`src/rtl/seg_scanner_if.sv`:
```
// seg_scanner_if: signal bundle between a display-data producer and the
// seg_scanner digit multiplexer.
//
// Parameters
//   DIGITS : number of digits carried (data is 4*DIGITS bits)
//   SEL_W  : width of the digit slot index
//
// Signals
//   load       producer -> scanner  capture strobe for data/dp/blank
//   data       producer -> scanner  hex nibble per digit, digit i = data[4i+3:4i]
//   dp         producer -> scanner  decimal point per digit, 1 = lit
//   blank      producer -> scanner  1 = digit forced dark
//   an         scanner -> display   digit enables, active-low one-hot
//   seg        scanner -> display   segments active-low, [7] = dp
//   sel        scanner -> observer  current digit slot index
//   frame_done scanner -> observer  one-cycle pulse when sel wraps to 0
//   dbg_show   scanner -> observer  scan FSM state, 1 = SHOW, 0 = GAP
//
// Handshake: there is no valid/ready pair. load is a plain strobe sampled on
// every rising clock edge; the scanner always accepts it, so there is no
// back-pressure and the producer never waits.
interface seg_scanner_if #(
  parameter int DIGITS = 8,
  parameter int SEL_W  = 3
);
  logic                  load;
  logic [4*DIGITS-1:0]   data;
  logic [DIGITS-1:0]     dp;
  logic [DIGITS-1:0]     blank;
  logic [DIGITS-1:0]     an;
  logic [7:0]            seg;
  logic [SEL_W-1:0]      sel;
  logic                  frame_done;
  logic                  dbg_show;

  modport master (
    output load, data, dp, blank,
    input  an, seg, sel, frame_done, dbg_show
  );

  modport slave (
    input  load, data, dp, blank,
    output an, seg, sel, frame_done, dbg_show
  );
endinterface

```
`src/rtl/seg_scanner.sv`:
```
// seg_scanner: multiplexed seven-segment display driver.
//
// Keeps a shadow copy of DIGITS hex nibbles, decimal points and blank flags,
// and lights one digit at a time for PRESCALE cycles, separated by GAP_CYC
// all-off cycles to stop ghosting. Hex is decoded to segments internally and
// frame_done pulses once per full scan. Every output is registered.
//
// Ports
//   clk    in  rising-edge system clock
//   reset  in  asynchronous active-low reset
//   bus    seg_scanner_if.slave (load/data/dp/blank in; an/seg/sel/
//          frame_done/dbg_show out)
//
// Optional build macro
//   LEAD_ZERO_BLANK_EN : when defined, leading zero digits (all higher digits
//   also zero, digit 0 excepted) are shown dark, keeping their dp.
module seg_scanner #(
  parameter int DIGITS   = 8,
  parameter int PRESCALE = 1000,
  parameter int GAP_CYC  = 2,
  parameter int SEL_W    = 3
) (
  input  logic        clk,
  input  logic        reset,
  seg_scanner_if.slave bus
);

  localparam int CMAX  = (PRESCALE > GAP_CYC) ? PRESCALE : GAP_CYC;
  localparam int CNT_W = (CMAX > 1) ? $clog2(CMAX) : 1;
  localparam logic [SEL_W-1:0] SEL_LAST = SEL_W'(DIGITS - 1);

  typedef enum logic {ST_GAP = 1'b0, ST_SHOW = 1'b1} state_t;

  state_t                  state_q, state_d;
  logic [CNT_W-1:0]        cnt_q, cnt_d;
  logic [SEL_W-1:0]        sel_q, sel_d;
  logic [DIGITS-1:0]       an_q, an_d;
  logic [7:0]              seg_q, seg_d;
  logic                    fd_q, fd_d;
  logic [DIGITS-1:0][3:0]  nib_q;
  logic [DIGITS-1:0]       dp_q;
  logic [DIGITS-1:0]       blank_q;

  function automatic logic [6:0] hex7(input logic [3:0] h);
    case (h)
      4'h0: hex7 = 7'b1000000;
      4'h1: hex7 = 7'b1111001;
      4'h2: hex7 = 7'b0100100;
      4'h3: hex7 = 7'b0110000;
      4'h4: hex7 = 7'b0011001;
      4'h5: hex7 = 7'b0010010;
      4'h6: hex7 = 7'b0000010;
      4'h7: hex7 = 7'b1111000;
      4'h8: hex7 = 7'b0000000;
      4'h9: hex7 = 7'b0010000;
      4'hA: hex7 = 7'b0001000;
      4'hB: hex7 = 7'b0000011;
      4'hC: hex7 = 7'b1000110;
      4'hD: hex7 = 7'b0100001;
      4'hE: hex7 = 7'b0000110;
      default: hex7 = 7'b0001110;
    endcase
  endfunction

  // Segment pattern for a slot, taken from the shadow as it stands before the
  // slot-start edge, so a load on that same edge only shows from the next slot.
  function automatic logic [7:0] slot_seg(input logic [SEL_W-1:0] idx);
    logic [7:0] s;
    s = {~dp_q[idx], hex7(nib_q[idx])};
`ifdef LEAD_ZERO_BLANK_EN
    begin : lead_zero
      logic lz;
      lz = (idx != '0);
      for (int i = 0; i < DIGITS; i++) begin
        if (i >= int'(idx) && nib_q[i] != 4'h0) lz = 1'b0;
      end
      // Auto-blanked digits keep their decimal point.
      if (lz) s[6:0] = 7'h7F;
    end
`endif
    if (blank_q[idx]) s = 8'hFF;
    return s;
  endfunction

  function automatic logic [DIGITS-1:0] an_for(input logic [SEL_W-1:0] idx);
    return ~(DIGITS'(1) << idx);
  endfunction

  always_comb begin
    state_d = state_q;
    cnt_d   = cnt_q;
    sel_d   = sel_q;
    an_d    = an_q;
    seg_d   = seg_q;
    fd_d    = 1'b0;
    case (state_q)
      ST_GAP: begin
        an_d  = '1;
        seg_d = 8'hFF;
        // With no gap configured, the reset state exits on the first edge.
        if (GAP_CYC == 0 || int'(cnt_q) == GAP_CYC - 1) begin
          state_d = ST_SHOW;
          cnt_d   = '0;
          an_d    = an_for(sel_q);
          seg_d   = slot_seg(sel_q);
        end else begin
          cnt_d = cnt_q + 1'b1;
        end
      end
      default: begin
        if (int'(cnt_q) == PRESCALE - 1) begin
          sel_d = (sel_q == SEL_LAST) ? '0 : sel_q + 1'b1;
          fd_d  = (sel_q == SEL_LAST);
          cnt_d = '0;
          if (GAP_CYC == 0) begin
            state_d = ST_SHOW;
            an_d    = an_for(sel_d);
            seg_d   = slot_seg(sel_d);
          end else begin
            state_d = ST_GAP;
            an_d    = '1;
            seg_d   = 8'hFF;
          end
        end else begin
          cnt_d = cnt_q + 1'b1;
        end
      end
    endcase
  end

  always_ff @(posedge clk or negedge reset) begin
    if (!reset) begin
      state_q <= ST_GAP;
      cnt_q   <= '0;
      sel_q   <= '0;
      an_q    <= '1;
      seg_q   <= 8'hFF;
      fd_q    <= 1'b0;
    end else begin
      state_q <= state_d;
      cnt_q   <= cnt_d;
      sel_q   <= sel_d;
      an_q    <= an_d;
      seg_q   <= seg_d;
      fd_q    <= fd_d;
    end
  end

  always_ff @(posedge clk or negedge reset) begin
    if (!reset) begin
      nib_q   <= '0;
      dp_q    <= '0;
      blank_q <= '0;
    end else if (bus.load) begin
      nib_q   <= bus.data;
      dp_q    <= bus.dp;
      blank_q <= bus.blank;
    end
  end

  assign bus.an         = an_q;
  assign bus.seg        = seg_q;
  assign bus.sel        = sel_q;
  assign bus.frame_done = fd_q;
  assign bus.dbg_show   = (state_q == ST_SHOW);

endmodule

```
`src/flat_wrapper.sv`:
```
// flat-port wrapper written by rule: the top's interface ports become plain ports
module seg_scanner_flat 
#(
  parameter int DIGITS   = 8,
  parameter int PRESCALE = 1000,
  parameter int GAP_CYC  = 2,
  parameter int SEL_W    = 3
)
  (clk, reset, bus_load, bus_data, bus_dp, bus_blank, bus_an, bus_seg, bus_sel, bus_frame_done, bus_dbg_show);
  seg_scanner_if #(.DIGITS(DIGITS), .SEL_W(SEL_W)) bus_i ();
  input  logic clk;
  input  logic reset;
  input wire logic [$bits(bus_i.load)-1:0] bus_load;
  input wire logic [$bits(bus_i.data)-1:0] bus_data;
  input wire logic [$bits(bus_i.dp)-1:0] bus_dp;
  input wire logic [$bits(bus_i.blank)-1:0] bus_blank;
  output wire logic [$bits(bus_i.an)-1:0] bus_an;
  output wire logic [$bits(bus_i.seg)-1:0] bus_seg;
  output wire logic [$bits(bus_i.sel)-1:0] bus_sel;
  output wire logic [$bits(bus_i.frame_done)-1:0] bus_frame_done;
  output wire logic [$bits(bus_i.dbg_show)-1:0] bus_dbg_show;
  assign bus_i.load = bus_load;
  assign bus_i.data = bus_data;
  assign bus_i.dp = bus_dp;
  assign bus_i.blank = bus_blank;
  assign bus_an = bus_i.an;
  assign bus_seg = bus_i.seg;
  assign bus_sel = bus_i.sel;
  assign bus_frame_done = bus_i.frame_done;
  assign bus_dbg_show = bus_i.dbg_show;
  seg_scanner #(.DIGITS(DIGITS), .PRESCALE(PRESCALE), .GAP_CYC(GAP_CYC), .SEL_W(SEL_W)) u_core (.clk(clk), .reset(reset), .bus(bus_i));
endmodule
```
`config.mk`:
```
export PLATFORM = sky130hd
export DESIGN_NAME = seg_scanner_flat
export DESIGN_NICKNAME = d
export VERILOG_FILES = /design/src/rtl/seg_scanner_if.sv /design/src/rtl/seg_scanner.sv /design/src/flat_wrapper.sv
export SDC_FILE = /design/constraint.sdc
export NUM_CORES = 1
export LEC_CHECK = 0
export CAP_MARGIN = 20
export CORE_AREA = 2 2 81 83
export DETAILED_ROUTE_END_ITERATION = 8
export DIE_AREA = 0 0 83 85
export DONT_BUFFER_PORTS = 1
export PLACE_DENSITY = 0.85
export SYNTH_ARGS = -nofsm -noshare
export SYNTH_HDL_FRONTEND = slang
export SYNTH_SLANG_ARGS = --single-unit
```
`constraint.sdc`:
```
create_clock -name clk -period 3.3 [get_ports clk]
set_input_delay 0.66 -clock clk [delete_from_list [all_inputs] [get_ports clk]]
set_output_delay 0.66 -clock clk [all_outputs]
set_load 0.03 [all_outputs]
```
==> out/summary.json <==
{
  "setup_path": {
    "cpLargestDelayFamily": "multiplexers",
    "path_buf_inv": 1,
    "r2r_end": "u_core.bus.seg[3]",
    "rr_startpoint": "u_core.bus.sel[1]",
    "worst-path-max-fanout": 8,
    "slowest_stage": "sky130_fd_sc_hd__mux4_2",
    "worstSetupEndpoint": "u_core.bus.seg[3]",
    "cp_data_arrival_time_ps": 2970,
    "endpoint_kind": "flip-flop",
    "setup.worst_path.start": "u_core.bus.sel[1]",
    "levels_on_crit_path": 7,
    "critical_path_required_ps": 3570,
    "cp_slowest_stage_delay_ps": 600,
    "worstSetupPathType": "reg -> reg",
    "critical_path.startpoint_type": "flip-flop",
    "reg2reg_slack_ps": 600,
    "worstPathCellList": "mux4_2, mux2i_4, inv_1, ha_1, mux2_1, and2_1, o32a_1",
    "worstRegToRegCells": 7
  },
  "grt": {
    "grt_pass1_vias": 2269,
    "grt-ovfl-total": 0,
    "grt_antenna_before_repair": 0,
    "grt_start_max_net_pins": 64,
    "grt_first_pass_wirelength_mm": 11.9,
    "grt_util_all_layers": 0.221
  },
  "logic_synthesis": {
    "syn-num-nets": 345,
    "yosys.area_share.simple": 0.0827,
    "netlist_area_um2": 3770,
    "synth_cell_type_count": 38,
    "post_synth_most_frequent_cells": "63 x sky130_fd_sc_hd__dfrtp_1, 48 x sky130_fd_sc_hd__mux2_2, 30 x sky130_fd_sc_hd__nor2_1, 16 x sky130_fd_sc_hd__dfstp_2, 14 x sky130_fd_sc_hd__ha_1",
    "ys_ff_latch": 79,
    "muxShareOfSynthArea": 0.249,
    "synth_compound_gate_area_share": 0.0435,
    "synth.most_common_cell": "sky130_fd_sc_hd__dfrtp_1",
    "synth_enable_flop_cells": 0,
    "synthesis.instances": 280,
    "synth.top_cell.area_share": 0.418,
    "ys.warnings.count": 0,
    "synth_xor_area_frac": 0.0209,
    "biggest_area_consumer_among_synthesized_cells": "sky130_fd_sc_hd__dfrtp_1",
    "synth_fa_ha_area_frac": 0.0465,
    "synth.area.top_cells": "sky130_fd_sc_hd__dfrtp_1 42%, sky130_fd_sc_hd__mux2_2 14%, sky130_fd_sc_hd__dfstp_2 11%, sky130_fd_sc_hd__mux4_2 5.4%, sky130_fd_sc_hd__ha_1 4.6%",
    "synth_top_family_by_area": "multiplexers",
    "flip_flop_cell_with_the_highest_count_after_synthesis": "sky130_fd_sc_hd__dfrtp_1",
    "synth_seq_area_share": 0.530,
    "async_reset_ff_frac": 1.00,
    "syn_avg_cell_area_um2": 13.5
  },
  "drt": {
    "drc": 0,
    "detailroute.via_count": 2221,
    "initialDrtViolationCount": 193,
    "detailedRoute.firstPassIterationCount": 4,
    "post_drt_wl_per_cell_um": 19.6,
    "post_detailed_route_via_to_cell_ratio": 6.05,
    "postRouteAntennaNets": 0,
    "wirelength_mm": 7.19
  },
  "floorplan": {
    "die_height_um": 85,
    "core_um2": 6200,
    "fp.dieW_um": 83,
    "floorplan.initialDensity": 0.607,
    "std_cell_rows": 29,
    "ioPinCount": 72,
    "floorplan.die_area_um2": 7060
  },
  "clock_network": {
    "cts_made_buffers": 9,
    "worst_case_clock_buffer_depth": 2,
    "hold_buffers": 1,
    "htree_levels": 3,
    "path_clk_slew_ps": 80,
    "cts_tree": "yes",
    "post_cts_repair_setup_buffers": 0,
    "clk_latency_ps": 350,
    "cts.repair.resized": 0,
    "cts.sink_count": 79,
    "cts_root_buf": "sky130_fd_sc_hd__clkbuf_8"
  },
  "pwr": {
    "ir_worst_vdd_v": 0.000376,
    "power_total_mw": 2.04,
    "power.static_leakage_nw": 1.75,
    "power_per_cell_area_nw_per_um2": 501
  },
  "finish": {
    "fillers": 442,
    "layout_cell_share_with_drive_strength_beyond_1": 0.345,
    "n_antenna_cell": 0,
    "finalNetCount": 350,
    "postLayoutCoreUtil": 0.656,
    "design_area_um2": 4070,
    "area_growth_syn_to_layout_pct": 7.93
  },
  "timing": {
    "slew-limit-headroom": 0.568,
    "final_hold_viol_count": 0,
    "fin_worst_skew_ps": 11.7,
    "postLayoutSetupSlackWorst_ps": 604,
    "rsz0062_at_grt": "no",
    "setup_viol": 0,
    "period_utilization": 0.817,
    "report.final.slew_viol_count": 0,
    "worstMarginPinSlew_ps": 643,
    "final_period_minus_worst_setup_slack_ps": 2700,
    "fin_setup_tns_ps": 0,
    "timing.fmax_ghz": 0.371
  },
  "place": {
    "detailed_place.area_um2": 3830,
    "gp_congestion": 0.865,
    "portBuffers": 0,
    "preCtsSetupSlack_ps": 643,
    "dp_hpwl_mm": 5.08
  },
  "run": {
    "timing.max_cap.violations": 0
  },
  "run_status": {
    "status": "finished clean"
  },
  "worst_hold_path": {
    "hold_path_class": "in -> async"
  }
}
worst min path at each step:
stage | start | to | slack [ps] | depth (start not counted)
5_1_grt | reset | u_core.bus.an[2] | 130 | 0
2_1_floorplan | reset | u_core.blank_q[0] | 360 | 0
4_1_cts | reset | u_core.bus.an[2] | 130 | 0
6_report | reset | u_core.bus.an[6] | 150 | 0
3_5_place_dp | reset | u_core.nib_q[28] | 370 | 0
3_3_place_gp | reset | u_core.nib_q[12] | 370 | 0
stage by stage:
step | std cells | hold slack, ps
after global routing | 367 | 129
after floorplan | 280 | 364
final | 367 | 146
after detailed placement | 350 | 366
after global placement | 350 | 367
after CTS | 367 | 132
where the power goes:
group	internal [mW]	switching [mW]
clock	0.389	0.339
combinational	0.111	0.0765
sequential	1.05	0.0713
total	1.55	0.487
per-layer routing:
metal  global-route usage  wire, um  up-vias
met5                    0         0        -
met3               0.0691       535       11
met4               0.0939       131        0
met1                0.297      3090     1110
met2                0.337      3430       84
li1                     -         -     1016
final cells by class:
cell class | instances | area [um^2] | share of cell area
repair buffers | 6 | 65.1 | 0.0160
multi-input cells | 180 | 1670 | 0.410
inverters | 9 | 33.8 | 0.00831
clock buffers | 11 | 151 | 0.0372
clock inverters | 5 | 56.3 | 0.0138
flip-flops and latches | 79 | 2000 | 0.491
well taps | 77 | 96.3 | 0.0237
flip-flops by register name, summed over array words and instances (netlist names):
signal,cells
u_core.blank_q,8
u_core.bus.an,8
u_core.bus.dbg_show,1
u_core.bus.frame_done,1
u_core.bus.seg,8
u_core.bus.sel,3
u_core.cnt_q,10
u_core.dp_q,8
u_core.nib_q,32
cells by family (layout without fill, tap and decap cells):
family	count (synthesis)	in the layout
AO/OA/AOI/OAI	22	22
buffers and inverters	21	31
multiplexers	69	69
adder cells (fa/ha/maj)	14	14
AND/OR/NAND/NOR	66	66
XOR/XNOR	9	9
flip-flops	79	79
placed cells by master (no fill, tap or decap), types with 5 or more instances in the layout:
cell,instances
sky130_fd_sc_hd__clkbuf_8,11
sky130_fd_sc_hd__dfrtp_1,63
sky130_fd_sc_hd__ha_1,14
sky130_fd_sc_hd__inv_1,7
sky130_fd_sc_hd__mux2_2,48
sky130_fd_sc_hd__mux4_2,9
sky130_fd_sc_hd__nor2_1,30
sky130_fd_sc_hd__o32a_1,6
sky130_fd_sc_hd__a21oi_1,5
sky130_fd_sc_hd__and2_1,5
sky130_fd_sc_hd__buf_4,5
sky130_fd_sc_hd__nand2_1,10
sky130_fd_sc_hd__mux2i_1,6
sky130_fd_sc_hd__xnor2_1,6
sky130_fd_sc_hd__dfstp_2,16
No activity file was read; power rests on OpenSTA's default activity.
